`config.mk`:
```
export PLATFORM = sky130hd
export DESIGN_NAME = wr_demux_1to2
export DESIGN_NICKNAME = d
export VERILOG_FILES = /design/src/rtl/wr_demux_1to2.sv
export SDC_FILE = /design/constraint.sdc
export NUM_CORES = 1
export LEC_CHECK = 0
export BUFFER_PORTS_ARGS = -buffer_cell sky130_fd_sc_hd__buf_4
export CORE_AREA = 2 2 109 111
export DETAILED_ROUTE_END_ITERATION = 10
export DIE_AREA = 0 0 111 113
export PLACE_DENSITY = 0.66
export SYNTH_ARGS = -nofsm -noshare
export SYNTH_HDL_FRONTEND = slang
export SYNTH_SLANG_ARGS = --single-unit
```
`constraint.sdc`:
```
create_clock -name aclk -period 1.95 [get_ports aclk]
set_input_delay 0.0975 -clock aclk [delete_from_list [all_inputs] [get_ports aclk]]
set_output_delay 0.0975 -clock aclk [all_outputs]
set_load 0.01 [all_outputs]
```
`src/rtl/wr_demux_1to2.sv`:
```
// -----------------------------------------------------------------------------
// wr_demux_1to2
//   AXI3 write-request router: one master, two slaves.
//   The AW beat is decoded against two address windows. A hit is forwarded
//   (registered) to the selected slave, and the W beats that follow are then
//   passed through combinationally to that slave until WLAST. A miss is
//   absorbed locally: W beats are sunk and a DECERR response is raised on the
//   err port, which feeds a third input of the B-response mux.
//   Only one write (AW + its W burst) is in flight at a time. B responses
//   from the slaves do not pass through this block.
//
// Ports
//   aclk, areset           clock, synchronous active-low reset
//   aw*_m / w*_m           master AW and W channels (inputs + ready outputs)
//   aw*_s1 / aw*_s2        AW channel to slave 1 / 2 (payload from AW latch)
//   w*_s1 / w*_s2          W channel to slave 1 / 2 (payload pass-through)
//   bid_err, bresp_err,
//   bvalid_err, bready_err DECERR response for unmapped writes
//   len_err                1-cycle pulse after a WLAST whose beat count
//                          differs from awlen+1
//   dbg_state              current FSM state
//
// Handshakes: a transfer happens on a rising edge where valid and ready are
// both 1. A valid, once raised, holds its payload stable until that edge.
// -----------------------------------------------------------------------------
module wr_demux_1to2 #(
   parameter logic [31:0] S1_BASE  = 32'h0000_0000,
   parameter logic [31:0] S2_BASE  = 32'h1000_0000,
   parameter logic [31:0] DEC_MASK = 32'hF000_0000
) (
   input  logic        aclk,
   input  logic        areset,
   // master AW
   input  logic [3:0]  awid_m,
   input  logic [31:0] awaddr_m,
   input  logic [3:0]  awlen_m,
   input  logic [2:0]  awsize_m,
   input  logic [1:0]  awburst_m,
   input  logic        awvalid_m,
   output logic        awready_m,
   // master W
   input  logic [3:0]  wid_m,
   input  logic [31:0] wdata_m,
   input  logic [3:0]  wstrb_m,
   input  logic        wlast_m,
   input  logic        wvalid_m,
   output logic        wready_m,
   // slave 1 AW
   output logic [3:0]  awid_s1,
   output logic [31:0] awaddr_s1,
   output logic [3:0]  awlen_s1,
   output logic [2:0]  awsize_s1,
   output logic [1:0]  awburst_s1,
   output logic        awvalid_s1,
   input  logic        awready_s1,
   // slave 1 W
   output logic [3:0]  wid_s1,
   output logic [31:0] wdata_s1,
   output logic [3:0]  wstrb_s1,
   output logic        wlast_s1,
   output logic        wvalid_s1,
   input  logic        wready_s1,
   // slave 2 AW
   output logic [3:0]  awid_s2,
   output logic [31:0] awaddr_s2,
   output logic [3:0]  awlen_s2,
   output logic [2:0]  awsize_s2,
   output logic [1:0]  awburst_s2,
   output logic        awvalid_s2,
   input  logic        awready_s2,
   // slave 2 W
   output logic [3:0]  wid_s2,
   output logic [31:0] wdata_s2,
   output logic [3:0]  wstrb_s2,
   output logic        wlast_s2,
   output logic        wvalid_s2,
   input  logic        wready_s2,
   // local DECERR response
   output logic [3:0]  bid_err,
   output logic [1:0]  bresp_err,
   output logic        bvalid_err,
   input  logic        bready_err,
   // status
   output logic        len_err,
   output logic [2:0]  dbg_state
);

   typedef enum logic [2:0] {
      ST_IDLE     = 3'd0,
      ST_AW_FWD   = 3'd1,
      ST_W_FWD    = 3'd2,
      ST_W_SINK   = 3'd3,
      ST_ERR_RESP = 3'd4
   } state_t;

   state_t      state_q, state_d;
   logic [3:0]  awid_q, awid_d;
   logic [31:0] awaddr_q, awaddr_d;
   logic [3:0]  awlen_q, awlen_d;
   logic [2:0]  awsize_q, awsize_d;
   logic [1:0]  awburst_q, awburst_d;
   logic        sel_q, sel_d;          // 0: slave 1, 1: slave 2
   logic [4:0]  beat_cnt_q, beat_cnt_d;
   logic        len_err_q, len_err_d;
   // Keeps awready_m low while reset is held and for the release edge itself.
   logic        rdy_en_q, rdy_en_d;

   logic        hit1, hit2;
   logic        aw_hs, w_hs;
   logic [4:0]  beat_inc;
   logic [4:0]  beats_exp;

   assign hit1  = (awaddr_m & DEC_MASK) == S1_BASE;
   assign hit2  = (awaddr_m & DEC_MASK) == S2_BASE;
   assign aw_hs = awvalid_m & awready_m;
   assign w_hs  = wvalid_m & wready_m;

   // Saturate rather than wrap so an overlong burst can never alias back
   // onto a legal count.
   assign beat_inc  = (beat_cnt_q == 5'd31) ? 5'd31 : beat_cnt_q + 5'd1;
   assign beats_exp = {1'b0, awlen_q} + 5'd1;

   // Output decode
   always_comb begin
      awready_m  = 1'b0;
      wready_m   = 1'b0;
      awvalid_s1 = 1'b0;
      awvalid_s2 = 1'b0;
      wvalid_s1  = 1'b0;
      wvalid_s2  = 1'b0;
      bvalid_err = 1'b0;
      bid_err    = 4'd0;
      bresp_err  = 2'b00;
      case (state_q)
         ST_IDLE: begin
            awready_m = rdy_en_q;
         end
         ST_AW_FWD: begin
            awvalid_s1 = ~sel_q;
            awvalid_s2 = sel_q;
         end
         ST_W_FWD: begin
            wvalid_s1 = wvalid_m & ~sel_q;
            wvalid_s2 = wvalid_m & sel_q;
            wready_m  = sel_q ? wready_s2 : wready_s1;
         end
         ST_W_SINK: begin
            wready_m = 1'b1;
         end
         ST_ERR_RESP: begin
            bvalid_err = 1'b1;
            bid_err    = awid_q;
            bresp_err  = 2'b11;
         end
         default: begin
         end
      endcase
   end

   // Next-state logic
   always_comb begin
      state_d    = state_q;
      awid_d     = awid_q;
      awaddr_d   = awaddr_q;
      awlen_d    = awlen_q;
      awsize_d   = awsize_q;
      awburst_d  = awburst_q;
      sel_d      = sel_q;
      beat_cnt_d = beat_cnt_q;
      len_err_d  = 1'b0;
      rdy_en_d   = 1'b1;
      case (state_q)
         ST_IDLE: begin
            if (aw_hs) begin
               awid_d     = awid_m;
               awaddr_d   = awaddr_m;
               awlen_d    = awlen_m;
               awsize_d   = awsize_m;
               awburst_d  = awburst_m;
               sel_d      = ~hit1;       // slave 1 wins if both windows hit
               beat_cnt_d = 5'd0;
               state_d    = (hit1 | hit2) ? ST_AW_FWD : ST_W_SINK;
            end
         end
         ST_AW_FWD: begin
            if (sel_q ? awready_s2 : awready_s1) begin
               state_d = ST_W_FWD;
            end
         end
         ST_W_FWD, ST_W_SINK: begin
            if (w_hs) begin
               beat_cnt_d = beat_inc;
               if (wlast_m) begin
                  len_err_d = (beat_inc != beats_exp);
                  state_d   = (state_q == ST_W_FWD) ? ST_IDLE : ST_ERR_RESP;
               end
            end
         end
         ST_ERR_RESP: begin
            if (bready_err) begin
               state_d = ST_IDLE;
            end
         end
         default: begin
            state_d = ST_IDLE;
         end
      endcase
   end

   always_ff @(posedge aclk) begin
      if (!areset) begin
         state_q    <= ST_IDLE;
         awid_q     <= 4'd0;
         awaddr_q   <= 32'd0;
         awlen_q    <= 4'd0;
         awsize_q   <= 3'd0;
         awburst_q  <= 2'd0;
         sel_q      <= 1'b0;
         beat_cnt_q <= 5'd0;
         len_err_q  <= 1'b0;
         rdy_en_q   <= 1'b0;
      end else begin
         state_q    <= state_d;
         awid_q     <= awid_d;
         awaddr_q   <= awaddr_d;
         awlen_q    <= awlen_d;
         awsize_q   <= awsize_d;
         awburst_q  <= awburst_d;
         sel_q      <= sel_d;
         beat_cnt_q <= beat_cnt_d;
         len_err_q  <= len_err_d;
         rdy_en_q   <= rdy_en_d;
      end
   end

   // AW payload comes from the latch; both slaves see it, only one gets valid.
   assign awid_s1    = awid_q;
   assign awaddr_s1  = awaddr_q;
   assign awlen_s1   = awlen_q;
   assign awsize_s1  = awsize_q;
   assign awburst_s1 = awburst_q;
   assign awid_s2    = awid_q;
   assign awaddr_s2  = awaddr_q;
   assign awlen_s2   = awlen_q;
   assign awsize_s2  = awsize_q;
   assign awburst_s2 = awburst_q;

   // W payload is a straight pass-through; wvalid does the steering.
   assign wid_s1   = wid_m;
   assign wdata_s1 = wdata_m;
   assign wstrb_s1 = wstrb_m;
   assign wlast_s1 = wlast_m;
   assign wid_s2   = wid_m;
   assign wdata_s2 = wdata_m;
   assign wstrb_s2 = wstrb_m;
   assign wlast_s2 = wlast_m;

   assign len_err   = len_err_q;
   assign dbg_state = state_q;

endmodule
```
Yosys cells after proc, flatten, opt, wreduce, memory -nomap -nowiden
Index checks and enable logic that the tools add are counted.

ROM bits: 0. Memories: 0. Register bits: 56. RAM bits: 0. Latch bits: 0. Output and inout bits: 189.

Mux-type cells: 24. Add/sub/neg operators: 2. Div/mod/pow operators: 0. Reduce and logical (&&, ||, !) cells: 8. Shift operators: 0. Eq/ne operators: 12. Bitwise operators: 7. $mul: 0. Magnitude comparators: 0.

Operators by type and width (count): logical NOT 32 bit (1); two-way mux 3 bit (6); two-way mux 5 bit (3); case mux 3 bit (4 select lines) (1); != test 2 bit (second input constant) (5); case mux 5 bit (2 select lines) (1); two-way mux 1 bit (9); == test 3 x 2 -> 1 bit (second input constant) (2); adder 4 x 1 -> 5 bit (second input constant) (1); adder 5 x 1 -> 5 bit (second input constant) (1); == test 5 bit (second input constant) (1); != test 5 bit (1); AND reduction 5 bit (1); bitwise AND 1 bit (4); == test 4 x 1 -> 1 bit (second input constant) (1); two-way mux 2 bit (2); two-way mux 4 bit (1); AND reduction 4 bit (1); == test 3 x 1 -> 1 bit (second input constant) (1); == test 3 bit (second input constant) (1); logical NOT 3 bit (1); AND reduction 3 bit (1); inverter 1 bit (2); case mux 1 bit (2 select lines) (1); 4 further kinds (4).

Depth between registers and ports, before layout
Word-level depth: 5. Mapped depth: 7. Mapped depth without buffers: 7.

Least setup slack after synthesis
No wires, ideal clock.

Path type: register to register. Start point: register state_q[2] (netlist: dbg_state[2]). End point: register state_q[1] (netlist: dbg_state[1]). Path slack: 0.399 ns. Stages on the path, launching flop included: 7. Required time: 1.816 ns. Arrival time: 1.417 ns. Path through: dfxtp_1 nor3b_2 nand2b_1 nand3_2 nor3_1 a21oi_1 nor3b_1.

Word-level cells in the longest chain between the ends: 5.

RTL lines: from (decl) (line 96) `state_t state_q, state_d;`; from (signal assigned) (line 223) `state_q <= state_d;`; == test 3 x 2 -> 1 bit / logical NOT 3 bit (equally long branches) (line 134, 172); case mux 1 bit (2 select lines) / two-way mux 1 bit (equally long branches) (line 134) `case (state_q)`; bitwise AND 1 bit (on tied branches) (line 116, 115); != test 2 bit (no line); AND reduction 5 bit (no line).

Parallel ways exist; a longest one is shown, timed or not. A chain may end at the register's enable or synchronous reset.

Final worst setup path
Start point: register state_q[1] (netlist: dbg_state[1]). End point: output wvalid_s1.

Word-level cells in the longest chain between the ends: 2.

RTL lines: == test 3 x 2 -> 1 bit (line 134); two-way mux 1 bit (line 134); to (decl) (line 61) `output logic wvalid_s1,`.

No other way between the ends.

==> impl_metrics.toml <==
[placed_design]
place.gp.congestion = 0.865
port-buffer-count = 163
post-place-ws_ns = 0.329
placed_area_um2 = 3870
dp_hpwl_um = 6570

[sta]
rsz0062_at_grt = "false"
setup_ws_ns = 0.177
max_clock_freq_mhz = 564
period_needed_ns = 1.77
tightest_slew_ns = 0.472
setup_violations = 0
tns_ns = 0
finalHoldViolCount = 0
final.period_utilization_pct = 90.9
skew_ns = 0.00846
slew_viol_final = 0
relSlewSlack_pct = 68.5

[detailed_routing]
post_drt_wl_per_cell_um = 13.9
vias_per_cell = 4.57
met2WireLength_um = 4210
drt-initial-drc-count = 98
top_layer = "met4"
dr_wl_met3_um = 832
drc_errors = 0
drtPass1Iterations = 4
drtAntennaViolNets = 0
vias = 2744
wl_met1_um = 3130
totalWireLength_um = 8380

[logic_synthesis]
yosysMostFrequentCell = "buf_4"
synth.area.top_cells = "dfxtp_1, buf_4, nand2_1, a21boi_1, mux2i_1"
synth_area_leader_cell = "dfxtp_1"
synth_area_per_cell_um2 = 8.18
synth_cells = 428
ys_top_cells_by_count = "buf_4, nand2_1, dfxtp_1, a21boi_1, and2_1"
ys_warn_count = 0
ys_types = 41
synth_area_um2 = 3500
synth-seq-area-share_pct = 32.0
synthArstFlopShare_pct = 0
synth_nets = 525
synth_flop_cell = "dfxtp_1"
synth-seq-cells = 56
synth_edf_count = 0
synth_top_area_share_pct = 32.0

[worst_setup_path]
startpoint_type = "flop"
r2r_cells = 7
crit_path_top_delay_cell = "dfxtp_1"
crit_fanout = 9
crit_chain = "nand2b_1 > nor4b_1 > buf_4"
crit_path_end_kind = "primary output"
crit_required_ns = 1.85
reg2reg_from = "beat_cnt_q[0]$_SDFFE_PN0P_"
cp_slowest_stage_delay_ns = 0.55
worstSetupPathType = "reg2out"
arrival_ns = 1.68
r2r_slack_ns = 0.29
r2r-end = "len_err$_SDFF_PN0_"

[power]
p_int_w = 0.00206
clkPwrFrac_pct = 32.1
power_leakage_nw = 1.81
power_switching_w = 0.000778
p_comb_share_pct = 22.6
p_per_area_nw_per_um2 = 707
ir_drop_v = 0.000291
switching_share_pct = 27.4
power_frac_seq_pct = 45.3

[final_layout]
nNetsFinal = 554
drive_gt1_share_pct = 40.0
fin_area_um2 = 4020
fillCellCount = 1171
syn_to_final_growth_pct = 14.8
num_antenna_cells = 0

[cts]
holdBufCountCts = 0
clkSinkCount = 56
clock_path_buffers = 2
cts.clk_slew.worst_paths_ns = 0.07
numCtsBuffers = 5
cts_max_level = 2
clk-insertion-delay-late_ns = 0.29
cts_root_buf = "clkbuf_16"
cts_tree = "done"
cts_setup_buffers = 0
postCtsResizedCells = 0

[grt]
grt_pass1_wl_um = 13000
grt_max_degree = 57
antenna_found_initial = 0
grt_overflow_total = 0
grt_pass1_vias = 2666
grt_use_total_pct = 12.8

[floorplan]
initial_utilization_pct = 31.0
die_x_um = 111
io_pins = 284
rows = 39
die_h_um = 113
die-area_um2 = 12500
core_area_um2 = 11300

[worst_hold_path]
holdPathStages = 3
hold_class = "in2reg"
hp-start = "awaddr_m[23]"
whs_endpoint = "awaddr_s1[23]$_SDFFE_PN0P_"

[job]
cap_violations = 0

[run_status]
status = "finished clean"
[sequential cells by signal, indices dropped and copies added (netlist names)]
register,cells
awaddr_s1,32
beat_cnt_q,5
awid_s1,4
awlen_s1,4
awsize_s1,3
dbg_state,3
awburst_s1,2
len_err,1
rdy_en_q,1
sel_q,1
[metrics by stage]
step	utilization, %	total power, W	instances	hold WS, ns
global placement	34.3	0.00196	593	0.195
detailed placement	34.3	0.00196	593	0.195
finish	35.6	0.00284	601	0.0520
CTS	35.6	0.00290	601	0.0364
floorplan	-	0.00187	428	0.125
global route	35.6	0.00299	601	0.0444
[cell families after synthesis]
family                   Yosys count  synth area share, %
buffers and inverters            149                 31.0
adder cells (fa/ha/maj)            2                0.715
XOR/XNOR                           4                 1.00
flip-flops                        56                 32.0
AO/OA/AOI/OAI                     63                 13.3
multiplexers                       7                 2.00
AND/OR/NAND/NOR                  147                 20.0
[per-layer routing]
layer | vias up | global-route usage (%)
met5 | - | 0
met4 | 0 | 5.58
met3 | 23 | 5.20
met2 | 145 | 23.1
met1 | 1266 | 13.1
li1 | 1310 | -
[cell type report]
type	count	area, µm²	area share (%)
Multi-Input combinational cell	223	1290	32.2
Timing Repair Buffer	169	1270	31.6
Sequential cell	56	1120	27.9
Tap cell	143	179	4.45
Clock buffer	8	146	3.64
Inverter	2	7.51	0.187
[worst max-delay path, delay by kind of cell, from the launching register on]
| family | cells | cell delay (ns) |
|---|---|---|
| DFF | 1 | 0.55 |
| and+or+nand+nor | 2 | 0.65 |
| buffers and inverters | 1 | 0.19 |
[power by group through the flow]
stage | clock, W | combinational (W) | sequential [W]
floorplan | 0 | 0.000546 | 0.00132
global placement | 0 | 0.000648 | 0.00131
detailed placement | 0 | 0.000651 | 0.00131
CTS | 0.000965 | 0.000652 | 0.00129
global route | 0.000992 | 0.000702 | 0.00130
finish | 0.000911 | 0.000642 | 0.00129
[worst max-delay path by stage]
stage,start,end,slack (ns),cells after the start
after global routing,dbg_state[1]$_SDFFE_PN0P_,wvalid_s1,0.03,3
final,dbg_state[1]$_SDFFE_PN0P_,wvalid_s1,0.18,3
after detailed placement,beat_cnt_q[0]$_SDFFE_PN0P_,len_err$_SDFF_PN0_,0.33,7
after CTS,dbg_state[1]$_SDFFE_PN0P_,wvalid_s1,0.18,3
after floorplan,dbg_state[2]$_SDFFE_PN0P_,dbg_state[1]$_SDFFE_PN0P_,0.40,6
after global placement,beat_cnt_q[0]$_SDFFE_PN0P_,len_err$_SDFF_PN0_,0.40,7
[cells in the final DEF (no fill, tap or decap), types with 3 or more instances in the layout]
| cell | Yosys | final |
|---|---|---|
| nand3_1 | 4 | 4 |
| nand3b_1 | 4 | 4 |
| dfxtp_1 | 56 | 56 |
| a21boi_1 | 46 | 46 |
| nor2b_1 | 6 | 6 |
| xnor2_1 | 3 | 3 |
| mux2i_1 | 7 | 7 |
| buf_4 | 135 | 169 |
| and2_1 | 8 | 8 |
| nand2_1 | 98 | 98 |
| a21oi_1 | 6 | 6 |
| clkbuf_16 | 0 | 5 |
| nor2_1 | 6 | 6 |
No activity file was read; power rests on OpenSTA's default activity.
